File: config.mk
export PLATFORM = sky130hd
export DESIGN_NAME = uart_rx
export DESIGN_NICKNAME = d
export VERILOG_FILES = /design/src/rtl/uart_rx.sv
export SDC_FILE = /design/constraint.sdc
export NUM_CORES = 1
export LEC_CHECK = 0
export CELL_PAD_IN_SITES_DETAIL_PLACEMENT = 1
export CELL_PAD_IN_SITES_GLOBAL_PLACEMENT = 2
export CORE_MARGIN = 5
export CORE_UTILIZATION = 34
export DETAILED_ROUTE_END_ITERATION = 10
export PLACE_DENSITY = 0.79
export SYNTH_ARGS = -nofsm -noshare
export SYNTH_HDL_FRONTEND = slang
export SYNTH_SLANG_ARGS = --single-unit
File: constraint.sdc
create_clock -name CLK -period 1.78 [get_ports CLK]
set_clock_uncertainty 0.05 [all_clocks]
set_input_delay 0.534 -clock CLK [delete_from_list [all_inputs] [get_ports CLK]]
set_output_delay 0.534 -clock CLK [all_outputs]
set_load 0.005 [all_outputs]
File: src/rtl/uart_rx.sv
// -----------------------------------------------------------------------------
// uart_rx
//
// UART serial receiver. RX_IN is oversampled PRESCALE clocks per bit; three
// samples around the middle of each bit are majority-voted. A frame is one
// start bit (low), DATA_WIDTH data bits LSB first, an optional parity bit and
// one stop bit (high).
//
// Output handshake: there is no ready/backpressure. DATA_VALID, PAR_ERR and
// STP_ERR are single-cycle strobes, mutually exclusive, raised on the clock
// edge that ends the stop bit. P_DATA only changes together with DATA_VALID
// and holds its value otherwise; the consumer must take it on the strobe or
// later, before the next valid frame.
//
// Ports:
//   CLK        system clock
//   RST        asynchronous active-high reset
//   RX_IN      serial line, idles high, asynchronous to CLK
//   PAR_EN     1 = frame carries a parity bit (latched at frame start)
//   PAR_TYP    0 = even, 1 = odd parity (latched at frame start)
//   P_DATA     last correctly received byte
//   DATA_VALID one-cycle strobe: P_DATA updated
//   PAR_ERR    one-cycle strobe: parity mismatch
//   STP_ERR    one-cycle strobe: stop bit sampled low
//   state_dbg  current FSM state (IDLE=0, START=1, DATA=2, PARITY=3, STOP=4)
// -----------------------------------------------------------------------------
module uart_rx #(
    parameter int PRESCALE   = 8,
    parameter int DATA_WIDTH = 8
) (
    input  logic                  CLK,
    input  logic                  RST,
    input  logic                  RX_IN,
    input  logic                  PAR_EN,
    input  logic                  PAR_TYP,
    output logic [DATA_WIDTH-1:0] P_DATA,
    output logic                  DATA_VALID,
    output logic                  PAR_ERR,
    output logic                  STP_ERR,
    output logic [2:0]            state_dbg
);

    localparam int CW = $clog2(PRESCALE);
    localparam int BW = (DATA_WIDTH > 1) ? $clog2(DATA_WIDTH) : 1;

    localparam logic [CW-1:0] CNT_LAST = CW'(PRESCALE - 1);
    localparam logic [CW-1:0] SAMP_0   = CW'(PRESCALE / 2 - 2);
    localparam logic [CW-1:0] SAMP_1   = CW'(PRESCALE / 2 - 1);
    localparam logic [CW-1:0] SAMP_2   = CW'(PRESCALE / 2);
    localparam logic [BW-1:0] BIT_LAST = BW'(DATA_WIDTH - 1);

    typedef enum logic [2:0] {
        IDLE   = 3'd0,
        START  = 3'd1,
        DATA   = 3'd2,
        PARITY = 3'd3,
        STOP   = 3'd4
    } state_t;

    state_t                  state_q, state_d;
    logic [1:0]              sync_q;
    logic                    rx_s;
    logic [CW-1:0]           edge_cnt;
    logic [BW-1:0]           bit_cnt;
    logic [1:0]              samp_q;
    logic                    bit_q;
    logic [DATA_WIDTH-1:0]   shreg;
    logic                    par_en_q;
    logic                    par_typ_q;
    logic                    par_flag_q;
    logic                    cnt_last;
    logic                    frame_start;
    logic                    dv_d;
    logic                    pe_d;
    logic                    se_d;

    assign rx_s      = sync_q[1];
    assign cnt_last  = (edge_cnt == CNT_LAST);
    assign state_dbg = state_q;

    // Two-flop synchroniser; resets to the idle (high) line level so a reset
    // never looks like a start bit.
    always_ff @(posedge CLK or posedge RST) begin
        if (RST) begin
            sync_q <= 2'b11;
        end else begin
            sync_q <= {sync_q[0], RX_IN};
        end
    end

    // FSM state register
    always_ff @(posedge CLK or posedge RST) begin
        if (RST) begin
            state_q <= IDLE;
        end else begin
            state_q <= state_d;
        end
    end

    // Next state and end-of-frame outcome. Stop error outranks parity error.
    always_comb begin
        state_d     = state_q;
        frame_start = 1'b0;
        dv_d        = 1'b0;
        pe_d        = 1'b0;
        se_d        = 1'b0;
        case (state_q)
            IDLE: begin
                if (!rx_s) begin
                    state_d     = START;
                    frame_start = 1'b1;
                end
            end
            START: begin
                if (cnt_last) begin
                    // A start bit that votes high was a glitch.
                    state_d = bit_q ? IDLE : DATA;
                end
            end
            DATA: begin
                if (cnt_last && (bit_cnt == BIT_LAST)) begin
                    state_d = par_en_q ? PARITY : STOP;
                end
            end
            PARITY: begin
                if (cnt_last) begin
                    state_d = STOP;
                end
            end
            STOP: begin
                if (cnt_last) begin
                    state_d = IDLE;
                    if (!bit_q) begin
                        se_d = 1'b1;
                    end else if (par_flag_q) begin
                        pe_d = 1'b1;
                    end else begin
                        dv_d = 1'b1;
                    end
                end
            end
            default: begin
                state_d = IDLE;
            end
        endcase
    end

    // Oversampling counter: held at 0 in IDLE, free-running and wrapping in
    // every other state so each state lasts a whole number of bit times.
    always_ff @(posedge CLK or posedge RST) begin
        if (RST) begin
            edge_cnt <= '0;
        end else if (state_q == IDLE) begin
            edge_cnt <= '0;
        end else if (cnt_last) begin
            edge_cnt <= '0;
        end else begin
            edge_cnt <= edge_cnt + 1'b1;
        end
    end

    // Mid-bit sampling; the vote is registered together with the third sample
    // and stays stable until the next bit's vote.
    always_ff @(posedge CLK or posedge RST) begin
        if (RST) begin
            samp_q <= 2'b11;
            bit_q  <= 1'b1;
        end else if (state_q != IDLE) begin
            if (edge_cnt == SAMP_0) begin
                samp_q[0] <= rx_s;
            end
            if (edge_cnt == SAMP_1) begin
                samp_q[1] <= rx_s;
            end
            if (edge_cnt == SAMP_2) begin
                bit_q <= (samp_q[0] & samp_q[1]) | (samp_q[0] & rx_s) | (samp_q[1] & rx_s);
            end
        end
    end

    // Frame datapath: config latch, data shift register, bit counter, parity.
    always_ff @(posedge CLK or posedge RST) begin
        if (RST) begin
            par_en_q   <= 1'b0;
            par_typ_q  <= 1'b0;
            par_flag_q <= 1'b0;
            bit_cnt    <= '0;
            shreg      <= '0;
        end else begin
            if (frame_start) begin
                par_en_q   <= PAR_EN;
                par_typ_q  <= PAR_TYP;
                par_flag_q <= 1'b0;
                bit_cnt    <= '0;
            end
            if ((state_q == DATA) && cnt_last) begin
                // LSB arrives first, so shift right and insert at the MSB.
                shreg   <= {bit_q, shreg[DATA_WIDTH-1:1]};
                bit_cnt <= (bit_cnt == BIT_LAST) ? '0 : bit_cnt + 1'b1;
            end
            if ((state_q == PARITY) && cnt_last) begin
                // Expected bit is XOR of data, inverted for odd parity.
                par_flag_q <= bit_q ^ (^shreg) ^ par_typ_q;
            end
        end
    end

    // Registered outputs
    always_ff @(posedge CLK or posedge RST) begin
        if (RST) begin
            P_DATA     <= '0;
            DATA_VALID <= 1'b0;
            PAR_ERR    <= 1'b0;
            STP_ERR    <= 1'b0;
        end else begin
            DATA_VALID <= dv_d;
            PAR_ERR    <= pe_d;
            STP_ERR    <= se_d;
            if (dv_d) begin
                P_DATA <= shreg;
            end
        end
    end

endmodule

==> results.md <==
* Antenna Violating Nets Remaining at 0
* DP Worst Slack at -0.0102 ns
* Worst path top cell family by delay: buffers and inverters
* Most frequent cell after synthesis: dfrtp_1
* Total grt overflow at 0
* Row count at 25
* F_max at around 580 MHz
* Largest net degree at the start of global routing at 37
* CP arrival at 1.14 ns
* Pwr per Cell Area at approximately 1200 nW/um^2
* Setup repair after global routing missed its margin: true
* Logic pwr share at 0.297
* Crit-path max cell delay at 0.51 ns
* Area Growth Syn to Fin at 27.4%
* # diodes at 0
* Switching Share at 0.320
* Drt wl/cell at 16.7 um
* Area of the multi-input gates at between 700 and 800 sq um
* CP Launch Type: flop
* Placer Congestion at roughly 0.73
* Relative slew slack at 0.663
* Crit path max fanout at 2
* Clock latency on the worst-skew pair at between 0.2 and 0.3 ns
* Fill count at 493
* Clock Pin Slew Worst Setup and Hold Paths at 0.07 ns
* Seq cells post-synth at 36
* Syn Inst Count at 124
* FF+latch area at ~910 sq um
* H-tree depth at 2
* Drt drc at 0
* Design Power at approximately 2.4 mW
* Final hold vios at 0
* Fin crit period at between 1.5 and 2 ns
* Leakage at 1.06 nW
* Post-synthesis sequential area ratio at 0.554
* WL final at about 3.5 mm
* Asr flop ratio synth at 1.00
* Die Wd at roughly 79 um
* Final setup fails at 0
* DRT Pass-1 Iters at 4
* Clk buf depth at 2
* Inserted Clock Buffers at 5
* Critical setup path kind: flop to primary output
* Post-synth EDFFs at 0
* Io pins at 19
* Post-DP HPWL at roughly 2.5 mm
* IO Port Bufs at 18
* Critical path required time at 1.20 ns
* Clk root buf: clkbuf_8
* Die H at between 70 and 80 um
* Vias in the first global route at about 1200
* Initial core utilization at 0.349
* Max cap viols at 0
* Seq pwr share at 0.478
* Share of the synthesized area in the top cell type at 0.474
* Peak VDD IR at roughly 550 uV
* Internal power at ~1.6 mW
* Status: finished clean
* DR vias/cell at about 5.0
* Global-route wire length before repair at 5.80 mm
* Largest area contributor in the netlist: dfrtp_1
* Switching pwr at 768 uW
* Syn Area/Cell at 13.2 sq um
* Placed Area at about 1900 sq um
* Synth area leaders: dfrtp_1 47%, mux2_2 13%, dfstp_2 8.0%
* Final instance area at 2090 sq um
* Final core occ at 0.445
* Nets at between 150 and 200
* Clk network pwr share at 0.226
* CTS tree: built
* Vias at 1053
* Post-synth top cells: 31 x dfrtp_1, 19 x mux2_2, 8 x ha_1, 7 x inv_1, 7 x nor2_1
* Final period util at 0.969
* Antenna violations before repair at 0
* Post-Syn Nets at around 140
* Core footprint at roughly 4700 sq um
* Top_reg_cell synth: dfrtp_1
* Distinct cells, synth at 31
* Max Slew Vio Count at 0
* Worst-margin pin slew at roughly 0.50 ns
* Synth Warn # at 0
* Slowest cell on crit path: clkdlybuf4s50_1
* Critical Path End Type: primary output
* Die Area at 6300 sq um
* Initial DRC count at 43
* Critical path cell sequence: clkdlybuf4s50_1
* Netlist Area Pre-Place at between 1500 and 2000 sq um
* GR Util All Layers at 0.120
* Hold_ws at approximately 0.3 ns
* Min setup slack post-route at about 0.054 ns
* Number of buffers and inverters on the critical path at 1
* Clock sinks at 36
* Share of layout cells above drive strength 1 at 0.306
* HP Class: flop to flop
cell usage in the layout, fill, tap and decap left out, types with 2 or more instances in the layout:
cell              n
o41ai_1           2
mux2_2           19
dlymetal6s2s_1    4
a22o_1            3
dfstp_2           5
ha_1              6
buf_4             9
nand3b_4          2
a21oi_1           4
nor3_1            3
dfrtp_1          30
nor2_1            7
o21ai_0           3
clkbuf_8          5
ha_4              2
xnor2_1           6
clkdlybuf4s50_1  14
and3_1            2
nand2_1           5
inv_1             7
nand4_1           2
area by class of cell:
type | count | share of cell area
multi-input cells | 79 | 0.349
well taps | 54 | 0.0324
inverters | 7 | 0.0126
repair buffers | 28 | 0.133
flip-flops and latches | 36 | 0.436
clock inverters | 1 | 0.00240
clock buffers | 6 | 0.0348
path summary, 6_finish.rpt:
kind                                       start                      to  slack [ns]  depth (start not counted)
max                        P_DATA[7]$_DFFE_PP0P_               P_DATA[7]        0.05                          1
min                          sync_q[0]$_DFF_PP1_     sync_q[1]$_DFF_PP1_        0.31                          0
max reg2reg                edge_cnt[0]$_DFF_PP0_    shreg[4]$_DFFE_PP0P_        0.06                          6
min reg2reg                  sync_q[0]$_DFF_PP1_     sync_q[1]$_DFF_PP1_        0.31                          0
max in group asynchronous                    RST       bit_q$_DFFE_PP1P_        0.88                          3
min in group asynchronous                    RST  par_flag_q$_DFFE_PP0P_        0.55                          3
stage by stage:
stage	std cells	TNS, ns
floorplan	124	0
global placement	200	0
detailed placement	200	-0.0477
CTS	211	0
global route	211	-0.00236
finish	211	0
flip-flops by register name, indices dropped and copies added (netlist names), 2 cells and up:
| name | cells |
|---|---|
| P_DATA | 8 |
| bit_cnt | 3 |
| edge_cnt | 3 |
| samp_q | 2 |
| shreg | 8 |
| state_dbg | 3 |
| sync_q | 2 |
power by group through the flow:
| stage | sequential [mW] | clock, mW | combinational, mW |
|---|---|---|---|
| floorplan | 1.11 | 0 | 0.475 |
| global route | 1.17 | 0.592 | 0.783 |
| finish | 1.15 | 0.542 | 0.713 |
| detailed placement | 1.15 | 0 | 0.690 |
| global placement | 1.13 | 0 | 0.651 |
| CTS | 1.15 | 0.563 | 0.721 |
timing repair:
item	CTS	global route
pin swaps	1	0
cloned	1	0
hold buffers	0	0
hold endpoints to repair	0	0
setup endpoints to repair	17	21
gates resized for setup	5	5
setup buffers	3	0
metal layers:
metal | vias up | GRT usage | routed length [um]
li1 | 498 | - | -
met3 | 2 | 0.0316 | 115
met1 | 534 | 0.152 | 1660
met2 | 19 | 0.203 | 1720
met5 | - | 0 | 0
met4 | 0 | 0.0309 | 24
cells by family (layout without fill, tap and decap cells):
family	count (synthesis)	count (layout)	share of synthesized area
flip-flops	36	36	0.554
AND/OR/NAND/NOR	27	28	0.103
multiplexers	21	21	0.144
AO/OA/AOI/OAI	14	14	0.0581
buffers and inverters	10	42	0.0283
adder cells (fa/ha/maj)	8	8	0.0612
XOR/XNOR	8	8	0.0512
Note: power is estimated with default switching activity, not from simulation.
